[src/rtl/pipe_stage_reg_pkg.sv]
// Shared definitions for the generic pipeline stage register: state encoding,
// the RV32 NOP used as the ID-stage bubble, and the default counter width.
package pipe_pkg;

    localparam logic [31:0] RV32_NOP  = 32'h0000_0013;
    localparam int          CNT_W_DEF = 16;

    // The state encoding equals the number of held entries, so occupancy is the state itself.
    localparam logic [1:0] S_EMPTY = 2'd0;
    localparam logic [1:0] S_ONE   = 2'd1;
    localparam logic [1:0] S_TWO   = 2'd2;

    typedef enum logic [1:0] {
        EMPTY = S_EMPTY,
        ONE   = S_ONE,
        TWO   = S_TWO
    } pipe_state_e;

    function automatic logic [1:0] entries_of(input logic [1:0] st);
        return (st == S_TWO) ? 2'd2 : (st == S_ONE) ? 2'd1 : 2'd0;
    endfunction

endpackage

[src/rtl/pipe_stage_reg_if.sv]
// Valid/ready/data handshake bundle between two pipe stages.
// The producer uses the master modport, the consumer the slave modport.
interface pipe_stage_reg_if #(
    parameter int DATA_W = 64
);
    logic              valid;
    logic              ready;
    logic [DATA_W-1:0] data;

    modport master (output valid, output data, input  ready);
    modport slave  (input  valid, input  data, output ready);
endinterface

[src/rtl/pipe_stage_reg_sat_counter.sv]
// Saturating event counter with synchronous active-low clear; adds 0..2 per cycle
// and sticks at all-ones instead of wrapping.
module sat_counter #(
    parameter int CNT_W = 16
) (
    input  logic             clk,
    input  logic             rst,
    input  logic [1:0]       inc_i,
    output logic [CNT_W-1:0] cnt_o
);

    logic [CNT_W-1:0] cnt_q, cnt_d;
    logic [CNT_W:0]   sum;

    always_comb begin
        sum   = {1'b0, cnt_q} + (CNT_W+1)'(inc_i);
        cnt_d = sum[CNT_W] ? {CNT_W{1'b1}} : sum[CNT_W-1:0];
    end

    always_ff @(posedge clk) begin
        if (!rst) cnt_q <= '0;
        else      cnt_q <= cnt_d;
    end

    assign cnt_o = cnt_q;

endmodule

[src/rtl/pipe_stage_reg.sv]
// Generic pipeline stage register: valid/ready payload stage with stall hold,
// flush-to-bubble, optional skid entry for a registered up_ready, and perf counters.
module pipe_stage_reg
    import pipe_pkg::*;
#(
    parameter int                DATA_W     = 64,
    parameter logic [DATA_W-1:0] BUBBLE_VAL = '0,
    parameter bit                SKID       = 1'b1,
    parameter int                CNT_W      = CNT_W_DEF
) (
    input  logic             clk,
    input  logic             rst,
    pipe_stage_reg_if.slave  up,
    pipe_stage_reg_if.master dn,
    input  logic             stall,
    input  logic             flush,
    output logic [1:0]       occupancy,
    output logic [CNT_W-1:0] stall_cnt,
    output logic [CNT_W-1:0] flush_cnt
);

    logic [1:0]        state_q, state_d;
    logic [DATA_W-1:0] main_q, main_d;
    logic [DATA_W-1:0] skid_data;
    logic              skid_ld;
    logic              up_xfer, dn_xfer;

    assign up_xfer   = up.valid & up.ready;
    assign dn_xfer   = dn.valid & dn.ready;
    assign dn.valid  = (state_q != S_EMPTY) & ~stall;
    assign dn.data   = main_q;
    assign occupancy = entries_of(state_q);

    // Stall needs no explicit term here: it already blocks both handshakes.
    always_comb begin
        state_d = state_q;
        main_d  = main_q;
        skid_ld = 1'b0;
        if (flush) begin
            state_d = S_EMPTY;
            main_d  = BUBBLE_VAL;
        end else begin
            case (state_q)
                S_EMPTY: if (up_xfer) begin
                    state_d = S_ONE;
                    main_d  = up.data;
                end
                S_ONE: case ({up_xfer, dn_xfer})
                    2'b11: main_d = up.data;
                    2'b10: if (SKID) begin
                        state_d = S_TWO;
                        skid_ld = 1'b1;
                    end
                    2'b01: begin
                        state_d = S_EMPTY;
                        main_d  = BUBBLE_VAL;
                    end
                    default: ;
                endcase
                S_TWO: if (dn_xfer) begin
                    state_d = S_ONE;
                    main_d  = skid_data;
                end
                default: begin
                    state_d = S_EMPTY;
                    main_d  = BUBBLE_VAL;
                end
            endcase
        end
    end

    always_ff @(posedge clk) begin
        if (!rst) begin
            state_q <= S_EMPTY;
            main_q  <= BUBBLE_VAL;
        end else begin
            state_q <= state_d;
            main_q  <= main_d;
        end
    end

    if (SKID) begin : g_skid
        logic [DATA_W-1:0] skid_q;
        logic              full_q;

        // full_q mirrors state==TWO as its own flop so up_ready has no path from dn_ready.
        always_ff @(posedge clk) begin
            if (!rst) begin
                skid_q <= BUBBLE_VAL;
                full_q <= 1'b0;
            end else begin
                full_q <= (state_d == S_TWO);
                if (flush)                          skid_q <= BUBBLE_VAL;
                else if (skid_ld)                   skid_q <= up.data;
                else if (state_q == S_TWO && dn_xfer) skid_q <= BUBBLE_VAL;
            end
        end

        assign skid_data = skid_q;
        assign up.ready  = ~full_q & ~stall;
    end else begin : g_noskid
        assign skid_data = BUBBLE_VAL;
        assign up.ready  = ((state_q == S_EMPTY) | dn.ready) & ~stall;
    end

    logic [1:0] flush_inc;
    assign flush_inc = flush ? entries_of(state_q) : 2'd0;

    sat_counter #(.CNT_W(CNT_W)) u_stall_cnt (
        .clk   (clk),
        .rst   (rst),
        .inc_i ({1'b0, stall}),
        .cnt_o (stall_cnt)
    );

    sat_counter #(.CNT_W(CNT_W)) u_flush_cnt (
        .clk   (clk),
        .rst   (rst),
        .inc_i (flush_inc),
        .cnt_o (flush_cnt)
    );

endmodule

[src/flat_wrapper.sv]
// flat-port wrapper written by rule: the top's interface ports become plain ports
module pipe_stage_reg_flat import pipe_pkg::*;
#(
    parameter int                DATA_W     = 64,
    parameter logic [DATA_W-1:0] BUBBLE_VAL = '0,
    parameter bit                SKID       = 1'b1,
    parameter int                CNT_W      = CNT_W_DEF
)
  (clk, rst, stall, flush, occupancy, stall_cnt, flush_cnt, up_valid, up_data, up_ready, dn_valid, dn_data, dn_ready);
  pipe_stage_reg_if #(.DATA_W(DATA_W)) up_i ();
  pipe_stage_reg_if #(.DATA_W(DATA_W)) dn_i ();
  input  logic clk;
  input  logic rst;
  input  logic stall;
  input  logic flush;
  output logic [1:0] occupancy;
  output logic [CNT_W-1:0] stall_cnt;
  output logic [CNT_W-1:0] flush_cnt;
  input wire logic [$bits(up_i.valid)-1:0] up_valid;
  input wire logic [$bits(up_i.data)-1:0] up_data;
  output wire logic [$bits(up_i.ready)-1:0] up_ready;
  output wire logic [$bits(dn_i.valid)-1:0] dn_valid;
  output wire logic [$bits(dn_i.data)-1:0] dn_data;
  input wire logic [$bits(dn_i.ready)-1:0] dn_ready;
  assign up_i.valid = up_valid;
  assign up_i.data = up_data;
  assign up_ready = up_i.ready;
  assign dn_valid = dn_i.valid;
  assign dn_data = dn_i.data;
  assign dn_i.ready = dn_ready;
  pipe_stage_reg #(.DATA_W(DATA_W), .BUBBLE_VAL(BUBBLE_VAL), .SKID(SKID), .CNT_W(CNT_W)) u_core (.clk(clk), .rst(rst), .up(up_i), .dn(dn_i), .stall(stall), .flush(flush), .occupancy(occupancy), .stall_cnt(stall_cnt), .flush_cnt(flush_cnt));
endmodule
[config.mk]
export PLATFORM = sky130hd
export DESIGN_NAME = pipe_stage_reg_flat
export DESIGN_NICKNAME = d
export VERILOG_FILES = /design/src/rtl/pipe_stage_reg_pkg.sv /design/src/rtl/pipe_stage_reg_if.sv /design/src/rtl/pipe_stage_reg_sat_counter.sv /design/src/rtl/pipe_stage_reg.sv /design/src/flat_wrapper.sv
export SDC_FILE = /design/constraint.sdc
export NUM_CORES = 1
export LEC_CHECK = 0
export BUFFER_PORTS_ARGS = -buffer_cell sky130_fd_sc_hd__buf_2
export CORE_MARGIN = 2
export CORE_UTILIZATION = 45
export CTS_BUF_LIST = sky130_fd_sc_hd__clkbuf_16
export CTS_CLUSTER_SIZE = 30
export DETAILED_ROUTE_END_ITERATION = 16
export GPL_ROUTABILITY_DRIVEN = 0
export PLACE_DENSITY = 0.69
export SYNTH_ARGS = -nofsm -noshare
export SYNTH_HDL_FRONTEND = slang
export SYNTH_SLANG_ARGS = --single-unit
[constraint.sdc]
create_clock -name clk -period 7.4 [get_ports clk]
set_clock_uncertainty 0.05 [all_clocks]
set_input_delay 1.85 -clock clk [delete_from_list [all_inputs] [get_ports clk]]
set_output_delay 1.85 -clock clk [all_outputs]
set_load 0.02 [all_outputs]
# == Yosys cells after proc, flatten, opt, wreduce, memory -nomap -nowiden ==
# Cells that the tools add are included.
# op_classes
addsub,2
n_eq_ne,9
mux,19
bitwise,7
n_reduce_logical,6
# ops
cell,count
$mux 64,4
$pmux 64 s3,1
$pmux 64 s2,1
$mux 16,2
$add 16x1->17,1
$add 16x2->17,1
$mux 2,5
$eq 2x2->1 const B,4
$pmux 2 s3,1
$and 1x1->1,4
$eq 2x1->1 const B,2
$mux 1,4
$ne 2x1->1 const B,2
$pmux 2 s2,1
$reduce_bool 2->1,2
$ne 3x3->1 const B,1
$not 1->1,3
$reduce_and 3->1,1
$logic_not 2->1,1
$reduce_or 2->1,1
$logic_and 1x1->1,1
# word_totals
reg_bits,163
out_inout_bits,100
elab_cells,49

# == Depth between registers and ports, before layout ==
# Gate-level depths: netlist (run 1).
# logic_depth
ltp_word,8
depth_mapped,13
depth_no_buf,9

# == Modules after synthesis ==
# Synthesis (run 1) repeated with hierarchy kept, for this count alone.
# hier_totals
cells_unflattened,568
area_unflattened_um2,6379.9
# by_module_without_submodules
module,instances,cells_per_inst,area_each_um2
pipe_stage_reg,1,400,4680.7
sat_counter,2,84,849.6

# == Least setup slack after synthesis (run 1) ==
# No wires, ideal clock.
# synth_timing
path_kind,input to output
start,input port stall
end,output port up_ready
arrival_time_ns,2.172
setup_slack_ns,3.328
path_stages,1
path_cell_list,nor2_1
# synth_via
elab_chain_cells,2
# synth_lines
element,line_no,source
from (decl),flat_wrapper.sv:14,input logic stall;
$not 1->1,pipe_stage_reg.sv:100,assign up.ready = ~full_q & ~stall;
$and 1x1->1,pipe_stage_reg.sv:100,
to (decl),flat_wrapper.sv:21,output wire logic [$bits(up_i.ready)-1:0] up_ready;
# Every way passes these cells.

# == Worst setup path after layout (run 1) ==
# layout_timing
start,input port stall
end,output port dn_valid
# layout_via
elab_chain_cells,2
# layout_lines
element,line_no,source
$not 1->1,pipe_stage_reg.sv:30,assign dn.valid = (state_q != S_EMPTY) & ~stall;
$and 1x1->1,pipe_stage_reg.sv:30,
to (decl),flat_wrapper.sv:22,output wire logic [$bits(dn_i.valid)-1:0] dn_valid;
# Every way passes these cells.

==> results of run 1 <==
[stage by stage]
step	instance area (um2)	total power (uW)	std cells
after floorplan	7020	998	708
after global placement	7880	1050	1018
after detailed placement	7880	1050	1018
after CTS	8450	1910	1050
after global routing	8450	1970	1050
final	8450	1890	1050
[report_power, final]
part           total, uW  switching, uW  internal (uW)  leakage, uW
combinational        132           82.8           49.6      0.00203
clock                856            383            473     0.000283
sequential           899           8.76            890      0.00132
total               1890            475           1410      0.00363
[cell families after synthesis]
logic type,after synthesis
AOI/OAI and AO/OA,239
DFF,163
and+or+nand+nor,146
buffers and inverters,70
muxes,65
xor gates and xnor gates,17
adders and majority gates,8
[cell usage in the layout (no fill, tap or decap), drive strengths merged, types with 4 or more instances in the layout]
| master | synthesis | final |
|---|---|---|
| nand3 | 10 | 10 |
| clkbuf | 16 | 17 |
| nor2 | 14 | 14 |
| mux2i | 65 | 65 |
| inv | 16 | 25 |
| xnor2 | 12 | 12 |
| ha | 7 | 7 |
| o21ai | 67 | 67 |
| xor2 | 5 | 5 |
| buf | 38 | 176 |
| a21oi | 30 | 30 |
| nor3 | 8 | 8 |
| nor2b | 4 | 4 |
| a22o | 128 | 128 |
| nand2 | 82 | 82 |
| clkinv | 0 | 4 |
| a31oi | 4 | 4 |
| nand4 | 7 | 7 |
| dfxtp | 163 | 163 |
[worst register-to-register path: stages (launching register included)]
cell and delay [ns]:
dfxtp_4 0.54, buf_4 0.84, o21ba_2 0.26, nand2_1 0.09, ha_1 0.25, a221oi_4 1.08
buf_4 0.60, a22o_1 0.23
[state kept, by name (all words and copies together), names as in the netlist]
register / cells
u_core.dn.data: 64
u_core.g_skid.full_q: 1
u_core.g_skid.skid_q: 64
u_core.state_q: 2
u_core.u_flush_cnt.cnt_o: 16
u_core.u_stall_cnt.cnt_o: 16
[layer usage]
| metal | up-vias | share of wire, % |
|---|---|---|
| li1 | 2894 | - |
| met1 | 2784 | 47 |
| met2 | 151 | 46 |
| met3 | 11 | 6.6 |
| met4 | 0 | 0.92 |
| met5 | - | 0 |
[Yosys cell counts (3+ instances only)]
| cell type | instances | area share [%] |
|---|---|---|
| inv_1 | 16 | 0.86 |
| ha_1 | 7 | 1.2 |
| nor2_1 | 13 | 0.70 |
| and4_1 | 3 | 0.37 |
| clkbuf_1 | 16 | 0.86 |
| nand3_1 | 10 | 0.71 |
| nor3_1 | 8 | 0.57 |
| nor4_1 | 3 | 0.27 |
| xnor2_1 | 12 | 1.5 |
| dfxtp_1 | 163 | 47 |
| nor2b_1 | 4 | 0.36 |
| xor2_1 | 5 | 0.62 |
| a21oi_1 | 23 | 1.6 |
| buf_2 | 29 | 2.1 |
| o21ai_0 | 66 | 4.7 |
| buf_6 | 9 | 1.4 |
| nand2_1 | 82 | 4.4 |
| nand4_1 | 7 | 0.62 |
| a22o_1 | 128 | 16 |
| mux2i_1 | 65 | 9.3 |
| a21oi_2 | 7 | 0.87 |
[worst paths after layout]
path / start / endpoint
hold / removal: u_core.dn.data[8]$_SDFFE_PP0P_ / u_core.dn.data[8]$_SDFFE_PP0P_
hold reg to reg: u_core.dn.data[8]$_SDFFE_PP0P_ / u_core.dn.data[8]$_SDFFE_PP0P_
setup reg to reg: u_core.state_q[1]$_SDFF_PN0_ / u_core.g_skid.skid_q[26]$_SDFFE_PP0P_
setup / recovery: stall / dn_valid
[layout make-up]
type / instances / area, um2 / share of cell area [%]
multi-input combinational: 475 / 3410 / 40.4
sequential: 163 / 3270 / 38.7
timing repair buffer: 176 / 898 / 10.6
clock buffer: 17 / 425 / 5.04
tap: 188 / 235 / 2.78
clock inverter: 15 / 145 / 1.72
inverter: 16 / 60.1 / 0.711
==> summary.md, run 1 <==
| Metric | Value |
|---|---|
| Area grow syn2layout | `20.4%` |
| Fill cells | `1,327` |
| Fin util | `55.6%` |
| Final WL | `17,700 um` |
| Placeable Area | `0.0152 mm2` |
| Syn Area/Cell | `9.91 um2` |
| Number of global-route vias before repair | `5,448` |
| ANT nets after route | `0` |
| Final setup fails | `0` |
| Sequential-to-total area share from yosys stat | `46.5%` |
| Critical path endpoint category | `output pin` |
| Max FO, Critical Path | `6` |
| GR peak layer | `met2` |
| CP cell instances | `buf_2, o21ba_2, buf_2` |
| Row cnt | `45` |
| Peak supply drop | `0.146 mV` |
| Synth Area in Compound Gates | `25.4%` |
| Clock Latency Late Sink | `0.41 ns` |
| IO Count | `170` |
| Crit path max-delay family | `buffers and inverters` |
| Main flop type after synthesis | `dfxtp_1` |
| Mapped Cells | `708` |
| Status | `finished, final reports clean` |
| CTS tree | `yes` |
| WP data arrival | `2.42 ns` |
| Netlist cell types | `48` |
| Post-synthesis mux area share | `9.27%` |
| Ys Warns | `0` |
| Setup Total Neg Slack | `0 ns` |
| Met1 GRT Util | `27.1%` |
| Met3 Use GR | `6.53%` |
| Ys async rst share | `0%` |
| First-pass iteration count of the detailed router | `4` |
| Layout cells sized above 1 | `26.7%` |
| Fin Hold WS | `0.423 ns` |
| Die area | `0.0166 mm2` |
| # diodes | `0` |
| Most frequent CP cell | `buf_2` |
| Gr usage total | `21.2%` |
| Initial Utilization | `46.1%` |
| Slew at the pin closest to its max-slew limit | `1.26 ns` |
| CP Data Required Time | `5.50 ns` |
| RSZ-0062 raised after global routing | `no` |
| Clock sinks | `163` |
| Post-DP HPWL | `11,100 um` |
| Post-route DRC | `0` |
| GR Layer Usage met2 | `34.6%` |
| Final Hold Vio Count | `0` |
| Post-CTS setup buffer count | `0` |
| Pin count of the biggest net entering global routing | `55` |
| DR WL/cell | `16.8 um` |
| Pleak | `0.00363 uW` |
| Seq cells post-synth | `163` |
| Syn Std Cell Area | `0.00702 mm2` |
| CTS Hold Bufs | `0` |
| # H-tree levels | `4` |
| Critical Path Start Type | `primary input` |
| Root Buffer | `clkbuf_16` |
| Nets | `927` |
| Via density | `5.56` |
| Worst hold stages | `1` |
| Antenna violations before repair | `0` |
| Die Ht | `129 um` |
| Setup WS post-layout | `3.08 ns` |
| Hold Crit Class | `reg -> reg` |
| Register-to-register path setup slack | `3.41 ns` |
| Max_slew headroom | `16.1%` |
| Cts repair resizes | `0` |
| Initial DRC count | `352` |
| Worst R2R Path Depth | `7` |
| Setup CP Type | `in -> out` |
| MaxCap Viol Count | `0` |
| Fin crit period | `4.32 ns` |
| Largest stage delay, worst path | `0.25 ns` |
| First-pass GRT wire length | `27,900 um` |
| CTS Buffer Depth | `2` |
| Max-slew violation count | `0` |
| Syn nets | `786` |
| Post-Synth Adder-Cell Area | `1.53%` |
| Place WS | `2.82 ns` |
| IO Port Bufs | `169` |
| Crit-path slowest cell | `o21ba_2` |
| Post-synth EDFFs | `0` |
| CTS Buf Count | `17` |
| FMAX | `0.232 GHz` |
| DR vias | `5,840` |
| Overflow after GRT | `0` |
| Die width | `129 um` |
| Tcrit/Tclk final | `58.3%` |
| Post-synthesis simple-gate area fraction | `9.97%` |
| Instance count on the critical path | `3` |
| PwrDens | `224 mW/mm2` |
| Main combinational cell family by area after synthesis | `compound AO/OA/AOI/OAI gates` |
| Post-Synth XOR/XNOR Area | `2.12%` |
| WP buf/inv | `2` |
| Worst-path clk slew | `0.07 ns` |
Power figures use the tool's default switching activity.
==> run 2, diff against run 1 <==
PLACE_DENSITY = 0.72   (was 0.69)
clock period = 3.7 ns   (was 7.4 ns; I/O delays follow)
==> run 2 against run 1 <==
Net effect:
- first-iteration DRC count grew 9.1%
- clock power grew 100%
- cell count grew 0.76%
- setup slack lost 2.4 ns
- utilization grew 0.49 points
- power grew 100%
- sequential cell count is the same
- worst hold slack lost 0.0019 ns
- critical endpoint is now occupancy[1]
- largest cell class unchanged
==> summary.md, run 2 (synthesis results as in run 1) <==
| Metric | Value |
|---|---|
| Met1 GRT Util | `27.9% (+0.78 points)` |
| ANT nets after route | `0 (unchanged)` |
| Area grow syn2layout | `21.5%` |
| Layout Cells excl Fill | `1,058 (+0.76%)` |
| Cts repair resizes | `0 (unchanged)` |
| CP Data Required Time | `2.72 ns (-2.78 ns)` |
| Overflow after GRT | `0 (unchanged)` |
| Peak supply drop | `0.315 mV (+120%)` |
| CTS Hold Bufs | `0 (unchanged)` |
| DR WL/cell | `16.3 um (-3.2%)` |
| Register-to-register path setup slack | `0.71 ns (-2.70 ns)` |
| CTS tree | `yes` |
| Place WS | `0.576 ns (-2.24 ns)` |
| Max_slew headroom | `31.8% (+16 points)` |
| Worst-path clk slew | `0.06 ns (about the same)` |
| Clock Latency Late Sink | `0.42 ns (about the same)` |
| Die Ht | `129 um (unchanged)` |
| Comb pwr share | `7.0% (about the same)` |
| Root Buffer | `clkbuf_16` |
| Final Hold Vio Count | `0 (unchanged)` |
| Initial Utilization | `46.1% (unchanged)` |
| Fill cells | `1,354 (+2.0%)` |
| WP data arrival | `2.03 ns (-0.39 ns)` |
| Post-CTS setup buffer count | `0 (unchanged)` |
| Hold Crit Class | `reg -> reg` |
| DR vias | `5,904 (+1.1%)` |
| GR peak layer | `met2` |
| Gr usage total | `20.7% (-0.49 points)` |
| Clock power share | `45.5% (about the same)` |
| Critical path endpoint category | `output pin` |
| Antenna violations before repair | `3 (+3)` |
| Internal cell power | `2930 uW (+110%)` |
| First-pass GRT wire length | `27,500 um (-1.3%)` |
| Status | `finished, final reports clean` |
| Fin crit period | `3.00 ns` |
| Final setup fails | `0 (unchanged)` |
| Net switching power figure | `870 uW (+83%)` |
| Reg power frac | `47.4% (-0.2 points)` |
| Die width | `129 um (unchanged)` |
| Max-slew violation count | `0 (unchanged)` |
| CTS Buffer Depth | `2 (unchanged)` |
| FMAX | `0.333 GHz` |
| Slew at the pin closest to its max-slew limit | `1.02 ns (-0.238 ns)` |
| Pin count of the biggest net entering global routing | `54 (-1.8%)` |
| Sw Ratio | `22.9% (-2.2 points)` |
| Die area | `0.0166 mm2 (unchanged)` |
| Layout cells sized above 1 | `26.7% (+0.046 points)` |
| Post-DP HPWL | `11,200 um (+0.65%)` |
| CP cell instances | `buf_4, nor2b_1, buf_4, buf_2` |
| Most frequent CP cell | `buf_4` |
| Most frequent cells in the layout | `buf_2, dfxtp_1, a22o_1` |
| Pleak | `0.00368 uW (+1.4%)` |
| CTS Buf Count | `17 (unchanged)` |
| Final WL | `17,200 um (-2.4%)` |
| Initial DRC count | `384 (+9.1%)` |
| Tcrit/Tclk final | `81.2%` |
| IO Port Bufs | `169 (unchanged)` |
| Placeable Area | `0.0152 mm2 (unchanged)` |
| Crit-path slowest cell | `dfxtp_2` |
| Max FO, Critical Path | `43 (+37)` |
| RSZ-0062 raised after global routing | `no` |
| PwrDens | `446 mW/mm2 (+99%)` |
| Fin Hold WS | `0.421 ns (-0.00188 ns)` |
| Clock sinks | `163 (unchanged)` |
| Placed cell count | `1,025 (+0.69%)` |
| First-pass iteration count of the detailed router | `4 (unchanged)` |
| MaxCap Viol Count | `0 (unchanged)` |
| Via density | `5.58 (+0.33%)` |
| Met3 Use GR | `5.95% (-0.58 points)` |
| Nets | `934 (+0.76%)` |
| Row cnt | `45 (unchanged)` |
| Critical Path Start Type | `flip-flop` |
| Post-route DRC | `0 (unchanged)` |
| GR Layer Usage met2 | `32.0% (-2.6 points)` |
| Number of global-route vias before repair | `5,392 (-1.0%)` |
| IO Count | `170 (unchanged)` |
| Setup WS post-layout | `0.695 ns (-2.39 ns)` |
| Commonest non-fill, non-tap cell in the layout | `buf_2` |
| Setup Total Neg Slack | `0 ns (unchanged)` |
| # H-tree levels | `4 (unchanged)` |
| Largest stage delay, worst path | `0.63 ns (+0.38 ns)` |
| Setup CP Type | `reg -> out` |
==> run 2: cell count changes in the layout (fill, tap and decap cells not counted), sizes merged <==
cell and change:
buf +7, inv -6, clkinv +3, bufinv +2, diode +2
==> run 2: routing by layer <==
metal  share of wire [%]  wire length, um
met3                 6.6             1140
met4                 1.3              228
met5                   0                0
met1                  48             8210
met2                  44             7670
==> run 2: per-stage QoR <==
| stage | utilization, % | total power [uW] | instance area [um2] |
|---|---|---|---|
| after floorplan | - | 2000 | 7020 |
| after global placement | 52.2 | 2100 | 7940 |
| after detailed placement | 52.2 | 2110 | 7940 |
| after CTS | 56.0 | 3840 | 8520 |
| after global routing | 56.0 | 3940 | 8520 |
| final | 56.0 | 3800 | 8520 |
==> run 2: power groups by stage <==
stage               logic [uW]  clock network (uW)  registers [uW]
floorplan                  131                   0            1870
global placement           265                   0            1840
detailed placement         267                   0            1840
CTS                        268                1770            1800
global route               298                1840            1800
finish                     267                1730            1800
==> run 2: critical path, delay by kind of cell, from the launching register on <==
kind	cells	cell delay [ns]
buf+inv	3	0.83
flops	1	0.63
simple gates	1	0.13
==> run 2: final timing paths <==
check,from,to,cells past startpoint
worst max-delay path,u_core.state_q[0]$_SDFF_PN0_,occupancy[1],4
worst min-delay path,u_core.dn.data[29]$_SDFFE_PP0P_,u_core.dn.data[29]$_SDFFE_PP0P_,1
worst max register to register,u_core.state_q[0]$_SDFF_PN0_,u_core.u_flush_cnt.cnt_o[3]$_SDFF_PN0_,9
worst min register to register,u_core.dn.data[29]$_SDFFE_PP0P_,u_core.dn.data[29]$_SDFFE_PP0P_,1
==> run 2: layout make-up <==
type                       instances  area [um2]  share of cell area [%]
inverter                          16        60.1                   0.705
clock inverter                    14         149                    1.75
clock buffer                      17         425                    4.99
multi-input combinational        475        3410                    40.1
timing repair buffer             183         963                    11.3
antenna                            2        5.00                  0.0587
sequential                       163        3270                    38.4
tap                              188         235                    2.76
==> run 3, diff against run 2 <==
clock period = 2.7 ns   (was 3.7 ns; I/O delays follow)
==> run 3 against run 2 <==
Net effect:
- first-iteration DRC count fell by 8.1%
- sequential share of layout area fell by 0.50 points
- non-clock buffer count rose by 9
- clock power rose by 29%
- power rose by 34%
- wire length rose by 1.7%
- combinational power rose by 44%
- die area did not move
- count of clock-buffer cells in the layout did not move
- worst hold slack improved by 0.0026 ns
- global-route usage rose by 0.47 points
- utilization rose by 0.74 points
- critical path type is now reg -> reg
- critical endpoint is now u_core.u_flush_cnt.cnt_o[3]$_SDFF_PN0_
- largest cell class unchanged
==> summary.md, run 3 (synthesis results as in run 1) <==
| Metric | Value |
|---|---|
| FF+latch area | `0.00327 mm2 (unchanged)` |
| Commonest non-fill, non-tap cell in the layout | `buf_2` |
| Die area | `0.0166 mm2 (unchanged)` |
| Nets | `943 (+0.96%)` |
| Setup CP Type | `reg -> reg` |
| Critical Path Start Type | `flip-flop` |
| Clock Latency Late Sink | `0.41 ns (about the same)` |
| Setup WS post-layout | `0.181 ns (-0.515 ns)` |
| Multi-input logic area | `0.00342 mm2 (about the same)` |
| CP Data Required Time | `2.98 ns (+0.26 ns)` |
| Layout cells sized above 1 | `27.8% (+1.1 points)` |
| Final Total Pwr | `5080 uW (+34%)` |
| CTS Buf Count | `17 (unchanged)` |
| IO Port Bufs | `169 (unchanged)` |
| Clock sinks | `163 (unchanged)` |
| # H-tree levels | `4 (unchanged)` |
| Area grow syn2layout | `23.1%` |
| Overflow after GRT | `0 (unchanged)` |
| Design Area, Final | `0.00863 mm2 (+1.3%)` |
| Initial DRC count | `353 (-8.1%)` |
| Final WL | `17,500 um (+1.7%)` |
| First-pass iteration count of the detailed router | `4 (unchanged)` |
| WP data arrival | `2.80 ns (+0.77 ns)` |
| RSZ-0062 raised after global routing | `no` |
| Final Hold Vio Count | `0 (unchanged)` |
| Max_slew headroom | `58.5% (+27 points)` |
| Antenna violations before repair | `1 (-2)` |
| Final setup fails | `0 (unchanged)` |
| Critical path endpoint category | `flip-flop` |
| CTS Buffer Depth | `2 (unchanged)` |
| Die width | `129 um (unchanged)` |
| Tcrit/Tclk final | `93.3%` |
| Fin crit period | `2.52 ns` |
| FMAX | `0.397 GHz` |
| Number of global-route vias before repair | `5,538 (+2.7%)` |
| Max FO, Critical Path | `8 (-81%)` |
| Most frequent cells in the layout | `buf_2, dfxtp_1, a22o_1` |
| PwrDens | `588 mW/mm2 (+32%)` |
| Initial Utilization | `46.1% (unchanged)` |
| Gr usage total | `21.2% (+0.47 points)` |
| Placeable Area | `0.0152 mm2 (unchanged)` |
| Die Ht | `129 um (unchanged)` |
| DR WL/cell | `16.5 um (+0.94%)` |
| Row cnt | `45 (unchanged)` |
| IO Count | `170 (unchanged)` |
| First-pass GRT wire length | `28,100 um (+2.3%)` |
| Post-DP HPWL | `11,200 um (about the same)` |
| Peak supply drop | `0.438 mV (+39%)` |
| Area after DPL | `0.00809 mm2 (+1.8%)` |
| Status | `finished, final reports clean` |
| CTS Hold Bufs | `0 (unchanged)` |
| Slew at the pin closest to its max-slew limit | `0.623 ns (-0.398 ns)` |
| Layout Cells excl Fill | `1,066 (+0.76%)` |
| Cts repair resizes | `0 (unchanged)` |
| Fill cells | `1,330 (-1.8%)` |
| Placed cell count | `1,034 (+0.88%)` |
| Hold Crit Class | `reg -> reg` |
| Via density | `5.59 (+0.11%)` |
| Post-route DRC | `0 (unchanged)` |
| DR vias | `5,955 (+0.86%)` |
| Max-slew violation count | `0 (unchanged)` |
| Place WS | `0.0351 ns (-0.540 ns)` |
| CTS tree | `yes` |
| Post-CTS setup buffer count | `0 (unchanged)` |
| Pleak | `0.00372 uW (+1.1%)` |
| Setup Total Neg Slack | `0 ns (unchanged)` |
| ANT nets after route | `0 (unchanged)` |
| Worst-path clk slew | `0.06 ns (about the same)` |
| Pin count of the biggest net entering global routing | `50 (-7.4%)` |
| Root Buffer | `clkbuf_16` |
| MaxCap Viol Count | `0 (unchanged)` |
## run 3: power breakdown
| part | switching, uW | internal (uW) | leakage (uW) | total (uW) |
|---|---|---|---|---|
| clock network | 973 | 1260 | 0.000269 | 2230 |
| logic | 234 | 150 | 0.00213 | 384 |
| registers | 22.4 | 2440 | 0.00132 | 2460 |
| total | 1230 | 3850 | 0.00372 | 5080 |
## run 3: final timing paths
check / start / endpoint / slack [ns] / cells after the start
max: u_core.state_q[0]$_SDFF_PN0_ / u_core.u_flush_cnt.cnt_o[3]$_SDFF_PN0_ / 0.18 / 9
min reg2reg: u_core.dn.data[0]$_SDFFE_PP0P_ / u_core.dn.data[0]$_SDFFE_PP0P_ / 0.42 / 1
max reg2reg: u_core.state_q[0]$_SDFF_PN0_ / u_core.u_flush_cnt.cnt_o[3]$_SDFF_PN0_ / 0.18 / 9
min: u_core.dn.data[0]$_SDFFE_PP0P_ / u_core.dn.data[0]$_SDFFE_PP0P_ / 0.42 / 1
## run 3: final cells by class
cell class	count	area share, %
antenna	1	0.0290
clock inverter	14	1.38
sequential	163	37.9
multi-input combinational	475	39.6
tap	188	2.72
clock buffer	17	4.93
timing repair buffer	192	12.8
inverter	16	0.696
## run 3: stage by stage
stage / hold slack, ns / util, %
2_1_floorplan: 0.399 / -
3_3_place_gp: 0.407 / 53.2
3_5_place_dp: 0.408 / 53.2
4_1_cts: 0.427 / 56.8
5_1_grt: 0.434 / 56.8
6_report: 0.424 / 56.8
## run 3: critical path, cell delays in order (launching register included)
cell,delay [ns]
dfxtp_2,0.36
nor2b_1,0.23
and2_1,0.16
ha_1,0.16
inv_1,0.06
fa_2,0.33
nand4b_2,0.21
or2_1,0.27
or3_4,0.47
a21oi_1,0.16
## run 3: layer usage
metal	GRT usage, %	vias to the layer above	wire length, um
met4	6.78	0	245
met5	0	-	0
met3	6.78	15	1260
met1	28.8	2837	8300
li1	-	2925	-
met2	32.0	178	7740
